--- config.mk ---
export PLATFORM = sky130hd
export DESIGN_NAME = hazard_ctrl
export DESIGN_NICKNAME = d
export VERILOG_FILES = /design/src/rtl/hazard_pkg.sv /design/src/rtl/hazard_detect.sv /design/src/rtl/hazard_ctrl.sv
export SDC_FILE = /design/constraint.sdc
export NUM_CORES = 1
export LEC_CHECK = 0
export CAP_MARGIN = 20
export CORE_UTILIZATION = 45
export DETAILED_ROUTE_END_ITERATION = 10
export HOLD_SLACK_MARGIN = 0.08
export PLACE_DENSITY = 0.65
export SETUP_SLACK_MARGIN = 0.1
export SKIP_LAST_GASP = 1
export SYNTH_ARGS = -nofsm -noshare
export SYNTH_HDL_FRONTEND = slang
export SYNTH_SLANG_ARGS = --single-unit
--- constraint.sdc ---
create_clock -name clk -period 2.9 [get_ports clk]
set_input_delay 0.58 -clock clk [delete_from_list [all_inputs] [get_ports clk]]
set_output_delay 0.58 -clock clk [all_outputs]
set_load 0.005 [all_outputs]
--- src/rtl/hazard_pkg.sv ---
// Shared types, state encoding and control-word constants for the
// pipeline hazard controller and its comparator.
package hazard_pkg;
  localparam int REG_ADD_W = 3;
  localparam int CNT_W     = 3;
  localparam int WAIT_W    = 16;
  localparam int STALL_W   = 16;

  typedef enum logic [1:0] {
    RUN      = 2'b00,
    LU_STALL = 2'b01,
    FLUSH    = 2'b10,
    MEM_WAIT = 2'b11
  } state_e;

  typedef struct packed {
    logic pc_write;
    logic ifid_write;
    logic ifid_flush;
    logic idex_bubble;
    logic pipe_hold;
  } ctrl_t;

  localparam ctrl_t CTRL_IDLE  = '{pc_write: 1'b1, ifid_write: 1'b1, ifid_flush: 1'b0,
                                   idex_bubble: 1'b0, pipe_hold: 1'b0};
  localparam ctrl_t CTRL_STALL = '{pc_write: 1'b0, ifid_write: 1'b0, ifid_flush: 1'b0,
                                   idex_bubble: 1'b1, pipe_hold: 1'b0};
  localparam ctrl_t CTRL_FLUSH = '{pc_write: 1'b1, ifid_write: 1'b1, ifid_flush: 1'b1,
                                   idex_bubble: 1'b1, pipe_hold: 1'b0};
  localparam ctrl_t CTRL_HOLD  = '{pc_write: 1'b0, ifid_write: 1'b0, ifid_flush: 1'b0,
                                   idex_bubble: 1'b0, pipe_hold: 1'b1};

  function automatic logic [15:0] sat_inc16(input logic [15:0] v);
    return (v == 16'hFFFF) ? v : v + 16'd1;
  endfunction
endpackage

--- src/rtl/hazard_detect.sv ---
// Load-use comparator: the decode instruction reads a register that the load
// in execute has not produced yet. Register 0 is compared like any other.
module hazard_detect
  import hazard_pkg::*;
(
  input  logic [REG_ADD_W-1:0] id_src_add,
  input  logic [REG_ADD_W-1:0] id_dst_add,
  input  logic                 id_uses_src,
  input  logic                 id_uses_dst,
  input  logic [REG_ADD_W-1:0] ex_dst_add,
  input  logic                 ex_mem_read,
  output logic                 lu
);
  assign lu = ex_mem_read &
              ((id_uses_src & (ex_dst_add == id_src_add)) |
               (id_uses_dst & (ex_dst_add == id_dst_add)));
endmodule

--- src/rtl/hazard_ctrl.sv ---
// Hazard controller FSM: load-use bubbles, branch flush, memory-busy freeze,
// stall-cycle counter and sticky memory-timeout flag.
module hazard_ctrl
  import hazard_pkg::*;
#(
  parameter int LOAD_STALL_CYCLES   = 1,
  parameter int BRANCH_FLUSH_CYCLES = 1,
  parameter int MEM_TIMEOUT         = 255
) (
  input  logic                 clk,
  input  logic                 rst,
  input  logic [REG_ADD_W-1:0] id_src_add,
  input  logic [REG_ADD_W-1:0] id_dst_add,
  input  logic                 id_uses_src,
  input  logic                 id_uses_dst,
  input  logic [REG_ADD_W-1:0] ex_dst_add,
  input  logic                 ex_mem_read,
  input  logic                 branch_taken,
  input  logic                 mem_req,
  input  logic                 mem_ack,
  output logic                 pc_write,
  output logic                 ifid_write,
  output logic                 ifid_flush,
  output logic                 idex_bubble,
  output logic                 pipe_hold,
  output logic                 mem_timeout,
  output logic [STALL_W-1:0]   stall_cnt
);
  localparam logic [CNT_W-1:0]  LU_LAST = CNT_W'(LOAD_STALL_CYCLES - 1);
  localparam logic [CNT_W-1:0]  FL_LAST = CNT_W'(BRANCH_FLUSH_CYCLES - 1);
  localparam logic [WAIT_W-1:0] TMO     = WAIT_W'(MEM_TIMEOUT);

  logic                lu;
  logic                mem_wait;
  ctrl_t               ctrl;
  state_e              state_q, state_d;
  logic [CNT_W-1:0]    cnt_q, cnt_d;
  logic [WAIT_W-1:0]   wait_cnt_q, wait_cnt_d;
  logic                timeout_q, timeout_d;
  logic [STALL_W-1:0]  stall_cnt_q, stall_cnt_d;

  hazard_detect u_detect (
    .id_src_add  (id_src_add),
    .id_dst_add  (id_dst_add),
    .id_uses_src (id_uses_src),
    .id_uses_dst (id_uses_dst),
    .ex_dst_add  (ex_dst_add),
    .ex_mem_read (ex_mem_read),
    .lu          (lu)
  );

  assign mem_wait = mem_req & ~mem_ack;

  // Next-state and output decode; overriding hazards act in the same cycle,
  // while each stall/flush/wait state supplies its own outputs otherwise.
  always_comb begin
    state_d    = state_q;
    cnt_d      = cnt_q;
    wait_cnt_d = wait_cnt_q;
    timeout_d  = timeout_q;
    ctrl       = CTRL_IDLE;
    case (state_q)
      MEM_WAIT: begin
        ctrl = CTRL_HOLD;
        if (mem_req && mem_ack) begin
          state_d = RUN;
        end else begin
          wait_cnt_d = sat_inc16(wait_cnt_q);
          timeout_d  = timeout_q | (wait_cnt_d >= TMO);
        end
      end
      default: begin
        if (mem_wait) begin
          ctrl       = CTRL_HOLD;
          state_d    = MEM_WAIT;
          wait_cnt_d = 16'd1;
          timeout_d  = timeout_q | (wait_cnt_d >= TMO);
        end else if (state_q == FLUSH) begin
          ctrl    = CTRL_FLUSH;
          cnt_d   = cnt_q + 3'd1;
          state_d = (cnt_q == FL_LAST) ? RUN : FLUSH;
        end else if (branch_taken) begin
          ctrl    = CTRL_FLUSH;
          cnt_d   = 3'd1;
          state_d = (BRANCH_FLUSH_CYCLES > 1) ? FLUSH : RUN;
        end else if (state_q == LU_STALL) begin
          ctrl    = CTRL_STALL;
          cnt_d   = cnt_q + 3'd1;
          state_d = (cnt_q == LU_LAST) ? RUN : LU_STALL;
        end else if (lu) begin
          ctrl    = CTRL_STALL;
          cnt_d   = 3'd1;
          state_d = (LOAD_STALL_CYCLES > 1) ? LU_STALL : RUN;
        end else begin
          state_d = RUN;
        end
      end
    endcase
    // Outputs fall to idle as soon as reset asserts, not at the next edge.
    if (!rst) begin
      ctrl = CTRL_IDLE;
    end else begin
      ctrl = ctrl;
    end
    stall_cnt_d = ctrl.pc_write ? stall_cnt_q : sat_inc16(stall_cnt_q);
  end

  // State, counters and sticky timeout.
  always_ff @(posedge clk or negedge rst) begin
    if (!rst) begin
      state_q     <= RUN;
      cnt_q       <= 3'd0;
      wait_cnt_q  <= 16'd0;
      timeout_q   <= 1'b0;
      stall_cnt_q <= 16'd0;
    end else begin
      state_q     <= state_d;
      cnt_q       <= cnt_d;
      wait_cnt_q  <= wait_cnt_d;
      timeout_q   <= timeout_d;
      stall_cnt_q <= stall_cnt_d;
    end
  end

  assign pc_write    = ctrl.pc_write;
  assign ifid_write  = ctrl.ifid_write;
  assign ifid_flush  = ctrl.ifid_flush;
  assign idex_bubble = ctrl.idex_bubble;
  assign pipe_hold   = ctrl.pipe_hold;
  assign mem_timeout = timeout_q;
  assign stall_cnt   = stall_cnt_q;
endmodule

### Word level (Yosys, flattened, before mapping)

Cells that the tools add are included.

| storage, ports and cells | value |
|---|---|
| logic and storage cells | 61 |
| memory bits (writable) | 0 |
| register bits after elaboration | 38 |
| latch bits | 0 |
| output and inout port bits | 22 |
| memory bits (read-only) | 0 |
| memories | 0 |
| input port bits | 17 |

| operators by class | value |
|---|---|
| divide/modulo/power cells | 0 |
| order comparisons | 1 |
| reduce and logical (&&, ||, !) cells | 8 |
| bitwise logic cells | 12 |
| multipliers | 0 |
| add/sub/neg operators | 3 |
| shift operators | 0 |
| equal/unequal tests | 9 |
| muxes and demuxes | 23 |

Operators with widths:

| kind | number |
|---|---|
| two-way mux 16 bit | 4 |
| two-way mux 5 bit | 7 |
| adder 16 x 1 -> 16 bit (second input constant) | 2 |
| equality test 16 bit (second input constant) | 2 |
| >= comparator 16 x 8 -> 1 bit (second input constant) | 1 |
| two-way mux 3 bit | 4 |
| two-way mux 2 bit | 5 |
| equality test 3 bit | 2 |
| inverter 1 bit | 6 |
| AND reduction 2 bit | 3 |
| AND 1 bit | 4 |
| equality test 2 bit (second input constant) | 2 |
| != test 2 bit (second input constant) | 2 |
| nonzero test 4 bit | 1 |
| adder 3 x 1 -> 3 bit (second input constant) | 1 |
| zero test 3 bit | 1 |
| two-way mux 1 bit | 3 |
| AND reduction 3 bit | 1 |
| equality test 2 x 1 -> 1 bit (second input constant) | 1 |
| bitwise OR 1 bit | 2 |
| nonzero test 2 bit | 1 |
| logical AND 1 bit | 1 |

### Longest topological paths before layout

Gate-level depths: netlist of the first run.

| depth | value |
|---|---|
| depth in word-level cells | 13 |
| mapped depth | 9 |
| depth with buffers taken out | 8 |

### Hierarchy

A second synthesis of the first run with hierarchy kept.

| unflattened totals | value |
|---|---|
| cells, all modules | 261 |
| area, all modules | 2356.0 µm² |

By module, submodules not included:

| module | seq. area each (µm²) | area each (µm²) | cells an instance | times used |
|---|---|---|---|---|
| hazard_ctrl | 950.9 | 2283.4 | 252 | 1 |
| hazard_detect | 0.0 | 72.6 | 9 | 1 |

### Worst setup path before layout of the first run

No wires, ideal clock.

| timing | value |
|---|---|
| path kind | reg2out |
| start | reg state_q[0] |
| end | out pc_write |
| buffers on the path | 1 |
| stages on the path, launching flop included | 9 |
| data required time | 2320 ps |
| slack | 730 ps |
| data arrival time | 1590 ps |
| path through | dfrtp_1 > inv_1 > ha_1 > nor2_1 > and2_1 > o31a_1 > or2_2 > inv_1 > buf_4 |

| on the way | value |
|---|---|
| word-level cells in the longest chain between the ends | 7 |
| elaborated cells on any way between the ends | 9 |
| those cells by class | eq/ne: 3; mux: 6 |

RTL lines:

| item | line | source |
|---|---|---|
| start: declaration | hazard_ctrl.sv:36 | `state_e state_q, state_d;` |
| start signal: assignment | hazard_ctrl.sv:117 | `state_q <= state_d;` |
| equality test 2 x 1 -> 1 bit | hazard_ctrl.sv:86 | `end else if (state_q == LU_STALL) begin` |
| two-way mux 5 bit | hazard_ctrl.sv:86 |  |
| two-way mux 5 bit | hazard_ctrl.sv:82 | `end else if (branch_taken) begin` |
| two-way mux 5 bit | hazard_ctrl.sv:78 | `end else if (state_q == FLUSH) begin` |
| two-way mux 5 bit | hazard_ctrl.sv:73 | `if (mem_wait) begin` |
| two-way mux 5 bit * | hazard_ctrl.sv:62 | `case (state_q)` |
| two-way mux 5 bit * | hazard_ctrl.sv:100 | `if (!rst) begin` |
| end: declaration | hazard_ctrl.sv:21 | `output logic pc_write,` |

Mark *: on every way between the ends. The rest lies on a longest branch, timed or not.

### Final worst setup path of the first run

| timing | value |
|---|---|
| start | in mem_req |
| end | out ifid_flush |

| on the way | value |
|---|---|
| word-level cells in the longest chain between the ends | 4 |

RTL lines:

| item | line | source |
|---|---|---|
| start: declaration | hazard_ctrl.sv:19 | `input logic mem_req,` |
| AND 1 bit | hazard_ctrl.sv:52 | `assign mem_wait = mem_req & ~mem_ack;` |
| two-way mux 5 bit | hazard_ctrl.sv:73 |  |
| two-way mux 5 bit | hazard_ctrl.sv:62 |  |
| two-way mux 5 bit | hazard_ctrl.sv:100 |  |
| end: declaration | hazard_ctrl.sv:23 | `output logic ifid_flush,` |

Every way passes these cells.

==> results.cfg, run 1 <==
[cells_and_area]
post-route-util_pct = 59.5
final_cell_mix = dfrtp_1 (38), clkdlybuf4s50_1 (33), o21ai_0 (28)
final_cell_area_sq_um = 3040
area_growth_pct = 27.0
drive_above_1_share_pct = 11.3
nNetsFinal = 342
layout_commonest_cell = dfrtp_1
fillers = 455

[worst_setup_path]
end_kind = output pin
worst_path_largest_cell_delay_ns = 0.52
cp.arrival_ns = 2.12
crit_path_cell_trace = clkdlybuf4s50_1 -> nor2b_1 -> buf_4 -> nor2_4 -> nand2_1 -> nor2_1 -> clkdlybuf4s50_1
cp.required_ns = 2.32
cp_num_buf_inv = 3
cp_slowest_cell = clkdlybuf4s50_1
cp-start-kind = input port
cpMostUsedCell = clkdlybuf4s50_1
critPathKind = in2out
critPathTopFamily = buffers and inverters
path_max_fanout = 4

[run_status]
status = finished clean

[drt]
drc_errors = 0
drt_wl_total_mm = 5.63
ant_nets = 0
first_iter_violations = 139
drt-pass1-iter-count = 4
vias_per_cell = 5.48
routed-via-count = 2136
wl_per_cell_microns = 14.4

[floorplanning]
fp.coreArea_sq_um = 5110
die_h_microns = 75.0
fp.dieArea_sq_um = 5620
die_width_microns = 75.0
ioPinCount = 39
rows = 26
start_util_pct = 46.9

[power_and_ir_drop]
p_leak_nw = 1.27
powerDensity_nw_per_um2 = 589
vdd_drop_max_uv = 300

[sta]
fin_crit_ns = 2.70
hold_viol = 0
setup_viol_count_final = 0
tightest_slew_ns = 0.579
post-route-period-util_pct = 93.2
rsz0062_at_grt = no
relSlewSlack_pct = 61.0
drv_slew = 0
clock.fmax_mhz = 370
finClkSkew_ns = 0.00218

[placement]
dpl_cell_area_sq_um = 2880
port_buffers = 38
dp_hpwl_mm = 4.08
gp_congestion = 0.778

[clock_network]
worst_skew_pair.late_latency_ns = 0.29
htreeDepth = 2
tritoncts = built
cts_sinks = 38
clockBufferDepth = 2
cts_inserted_buffers = 5
root_buffer = clkbuf_8
cts.clk_slew.worst_paths_ns = 0.08

[global_routing]
grt_pass1_vias = 1983
antenna_found_initial = 0
grt_max_degree = 36
overflow = 0
grt_use_total_pct = 22.0
grt_pass1_wl_mm = 9.47

[yosys]
synth-edff-count = 0
yosysSeqAreaShare_pct = 39.7
postSynthCellCount = 272
ys.flop_type = dfrtp_1
syn_area_sq_um = 2390
syn-num-nets = 296
yosys_warnings = 0
ys_types = 51
ys_async_sr_fraction_pct = 100
synth_seq_cells = 38
synth.avg_cell_area_sq_um = 8.80

[job]
max_cap_viol_count = 0

[min_path]
min_path_type = in2async
## routing by layer
metal / vias to the layer above / share of wire (%) / track usage, % / wire length, microns
met4: 0 / 0.84 / 4.82 / 47
met2: 34 / 48 / 35.1 / 2720
met5: - / 0 / 0 / 0
met3: 5 / 3.1 / 5.35 / 175
met1: 1024 / 48 / 30.3 / 2690
li1: 1073 / - / - / -
## path summary, 6_finish.rpt
kind | startpoint | endpoint | slack, ns | depth (start not counted)
min in group clk | mem_timeout | mem_timeout | 0.50 | 1
min reg2reg | mem_timeout | mem_timeout | 0.50 | 1
max reg2reg | wait_cnt_q[0] | mem_timeout | 0.50 | 7
max | mem_req | ifid_flush | 0.20 | 7
min | rst | cnt_q[1] | 0.11 | 1
max in group asynchronous | rst | wait_cnt_q[7] | 2.13 | 2
## area by class of cell
class | count | area, sq um | area share, %
Antenna cell | 1 | 2.50 | 0.0823
Clock buffer | 5 | 68.8 | 2.26
Clock inverter | 3 | 68.8 | 2.26
Inverter | 11 | 41.3 | 1.36
Multi-Input combinational cell | 210 | 1350 | 44.2
Sequential cell | 38 | 951 | 31.3
Tap cell | 70 | 87.6 | 2.88
Timing Repair Buffer | 52 | 475 | 15.6
## logic make-up after synthesis
family	after synthesis	share of synthesized area (%)
mux	2	0.888
simple gates	104	23.4
fa+ha+maj	7	3.66
buf+inv	24	4.81
xor+xnor	23	8.41
compound gates	74	19.1
flops	38	39.7
## synthesized netlist by cell type (3+ instances only)
cell type   n  area [sq um]
inv_1      11          41.3
and3_1      5          31.3
clkbuf_1    6          22.5
dfrtp_1    38           951
nor4_1      3          18.8
xor2_1      5          43.8
o21ai_0    28           140
a21oi_1    16          80.1
nor2_1     24          90.1
a31oi_1     8          50.1
nand2b_1    3          18.8
and2_1      3          18.8
nand4_1    16           100
nor3_1      4          20.0
nand3_1     7          35.0
a22o_1      3          26.3
xnor2_1    18           158
nand2_1    26          97.6
ha_1        7          87.6
## state kept, by name, summed over array words and instances (netlist names)
register,count
cnt_q,3
state_q,2
wait_cnt_q,16
mem_timeout,1
stall_cnt,16
## report_power, final
part | switching (mW) | leakage [nW] | total, mW | internal [mW]
Clock | 0.205 | 0.0683 | 0.550 | 0.345
Combinational | 0.255 | 0.706 | 0.520 | 0.264
Sequential | 0.113 | 0.500 | 0.722 | 0.609
## through the flow
step | total power [mW] | hold slack (ns) | cells | setup TNS (ns) | worst slack (ns)
floorplan | 1.01 | 0.284 | 272 | 0 | 0.730
global placement | 1.24 | 0.420 | 380 | -0.101 | -0.0506
detailed placement | 1.25 | 0.421 | 380 | -0.135 | -0.0700
CTS | 1.81 | 0.0988 | 388 | 0 | 0.101
global route | 1.91 | 0.103 | 389 | 0 | 0.0882
finish | 1.79 | 0.106 | 390 | 0 | 0.196
## what timing repair did
action,in CTS,in global routing
pin swaps,2,1
hold buffers,0,0
resized for setup,5,3
setup buffers,0,1
setup endpoints to repair,3,4
hold endpoints to repair,0,0
Note: power is estimated with default switching activity, not from simulation.
==> run 2, diff against run 1 <==
--- a/config.mk
+++ b/config.mk
@@ -5,11 +5,13 @@
 export SDC_FILE = /design/constraint.sdc
 export NUM_CORES = 1
 export LEC_CHECK = 0
+export ABC_CLOCK_PERIOD_IN_PS = 2900
 export CAP_MARGIN = 20
 export CORE_UTILIZATION = 45
 export DETAILED_ROUTE_END_ITERATION = 10
 export HOLD_SLACK_MARGIN = 0.08
 export PLACE_DENSITY = 0.65
+export RECOVER_POWER = 100
 export SETUP_SLACK_MARGIN = 0.1
 export SKIP_LAST_GASP = 1
 export SYNTH_ARGS = -nofsm -noshare
==> results.cfg, run 2 (same netlist as run 1, synthesis figures left out) <==
[run_status]
status = complete, but fails checks
violations = max-capacitance violations, max-slew violations

[floorplanning]
fp.coreArea_sq_um = 5110
fp.dieArea_sq_um = 5620
die_h_microns = 75.0
start_util_pct = 46.9
die_width_microns = 75.0
ioPinCount = 39
rows = 26

[worst_setup_path]
cp.arrival_ns = 2.14
path_max_fanout = 4
r2r_cells = 6
end_kind = output pin
critPathKind = in2out
timing.rr.end = mem_timeout
r2r_start = wait_cnt_q[0]
cp-start-kind = input port
cp.required_ns = 2.32
r2r_setup_slack_ns = 0.40

[clock_network]
tritoncts = built
cts.clk_slew.worst_paths_ns = 0.08
cts_inserted_buffers = 5
worst_skew_pair.late_latency_ns = 0.29
hold_buffers = 0
cts_sinks = 38
root_buffer = clkbuf_8
clockBufferDepth = 2
htreeDepth = 2

[global_routing]
grt_pass1_vias = 1983
grt_pass1_wl_mm = 9.47
grt_use_total_pct = 22.0
antenna_found_initial = 0
grt_max_degree = 36
overflow = 0

[job]
max_cap_viol_count = 1

[sta]
final.setup.worst_slack_ns = 0.178
tightest_slew_ns = 1.82
finClkSkew_ns = 0.00378
setup_viol_count_final = 0
rsz0062_at_grt = no
tns_ns = 0
drv_slew = 36
hold_viol = 0
fin_crit_ns = 2.72
post-route-period-util_pct = 93.9
relSlewSlack_pct = -21.0
clock.fmax_mhz = 367

[cells_and_area]
final_cell_mix = dfrtp_1 (38), o21ai_0 (28), nand2_1 (26)
final_cell_area_sq_um = 3000
nNetsFinal = 342
drive_above_1_share_pct = 8.46
antennaDiodeCount = 0
area_growth_pct = 25.3
layout_commonest_cell = dfrtp_1

[drt]
first_iter_violations = 136
drc_errors = 0
routed-via-count = 2151
drt_wl_total_mm = 5.62
vias_per_cell = 5.53
ant_nets = 0
drt-pass1-iter-count = 4
wl_per_cell_microns = 14.5

[power_and_ir_drop]
p_leak_nw = 1.29
pwr-share-comb_pct = 28.3
powerDensity_nw_per_um2 = 591
vdd_drop_max_uv = 299
seq_power_share_pct = 40.6
p_switching_uw = 575
swShare_pct = 32.4
clkPwrFrac_pct = 31.1
internal_power_mw = 1.20

[placement]
port_buffers = 38
gp_congestion = 0.778
dp_hpwl_mm = 4.08
dpl_cell_area_sq_um = 2880
place_ws_ns = -0.0700

[min_path]
min_path_type = in2async
## run 2: cell types whose count changed in the layout (fill, tap and decap cells not counted), moves of 2 or more
cell,before,now
buf_4,14,8
clkbuf_1,0,5
clkdlybuf4s50_1,33,16
clkbuf_4,0,2
dlygate4sd3_1,0,17
## run 2: how the worst max path moves through the flow
| stage | cells past startpoint | from | slack [ns] | to |
|---|---|---|---|---|
| 5_1_grt | 7 | mem_req | 0.07 | ifid_flush |
| 3_5_place_dp | 7 | branch_taken | -0.07 | pc_write |
| 6_report | 7 | mem_req | 0.18 | ifid_flush |
| 3_3_place_gp | 7 | branch_taken | -0.05 | pc_write |
| 2_1_floorplan | 8 | state_q[0] | 0.73 | pc_write |
| 4_1_cts | 7 | mem_req | 0.10 | ifid_flush |
## run 2: area by class of cell
class | count | area [sq um]
clock buffers | 5 | 68.8
clock inverters | 3 | 68.8
fillers | 467 | 2110
inverters | 11 | 41.3
multi-input cells | 210 | 1330
flip-flops and latches | 38 | 951
well taps | 70 | 87.6
repair buffers | 52 | 459
## run 2: power groups by stage
stage	sequential [mW]	clock, mW	combinational [mW]
after global routing	0.740	0.587	0.564
after global placement	0.729	0	0.513
after floorplan	0.691	0	0.320
after detailed placement	0.731	0	0.520
after CTS	0.722	0.566	0.519
final	0.720	0.552	0.502
## run 2: metrics by stage
stage / power, mW / hold WS (ns) / instances / util [%]
finish: 1.78 / 0.175 / 389 / 58.8
global route: 1.89 / 0.190 / 389 / 58.8
CTS: 1.81 / 0.0988 / 388 / 59.1
detailed placement: 1.25 / 0.421 / 380 / 56.4
global placement: 1.24 / 0.420 / 380 / 56.4
floorplan: 1.01 / 0.284 / 272 / -
## run 2: critical path, cell delays in order
cell and delay [ns]:
clkdlybuf4s50_1 0.40, nor2b_1 0.15, clkbuf_1 0.13, nor2_4 0.12
nand2_1 0.09, nor2_1 0.15, clkdlybuf4s50_1 0.52
## run 2: metal layers
| metal | track usage, % | vias up | share of wire (%) |
|---|---|---|---|
| met3 | 5.35 | 5 | 4.0 |
| li1 | - | 1072 | - |
| met4 | 4.82 | 0 | 0.85 |
| met1 | 30.3 | 1035 | 47 |
| met5 | 0 | - | 0 |
| met2 | 35.1 | 39 | 48 |
## run 2: repair_timing
action | in CTS | in global routing
setup endpoints to repair | 3 | 4
endpoints found under the hold margin | 0 | 0
pin swaps | 2 | 1
gates resized for setup | 5 | 3
buffers inserted | 0 | 1
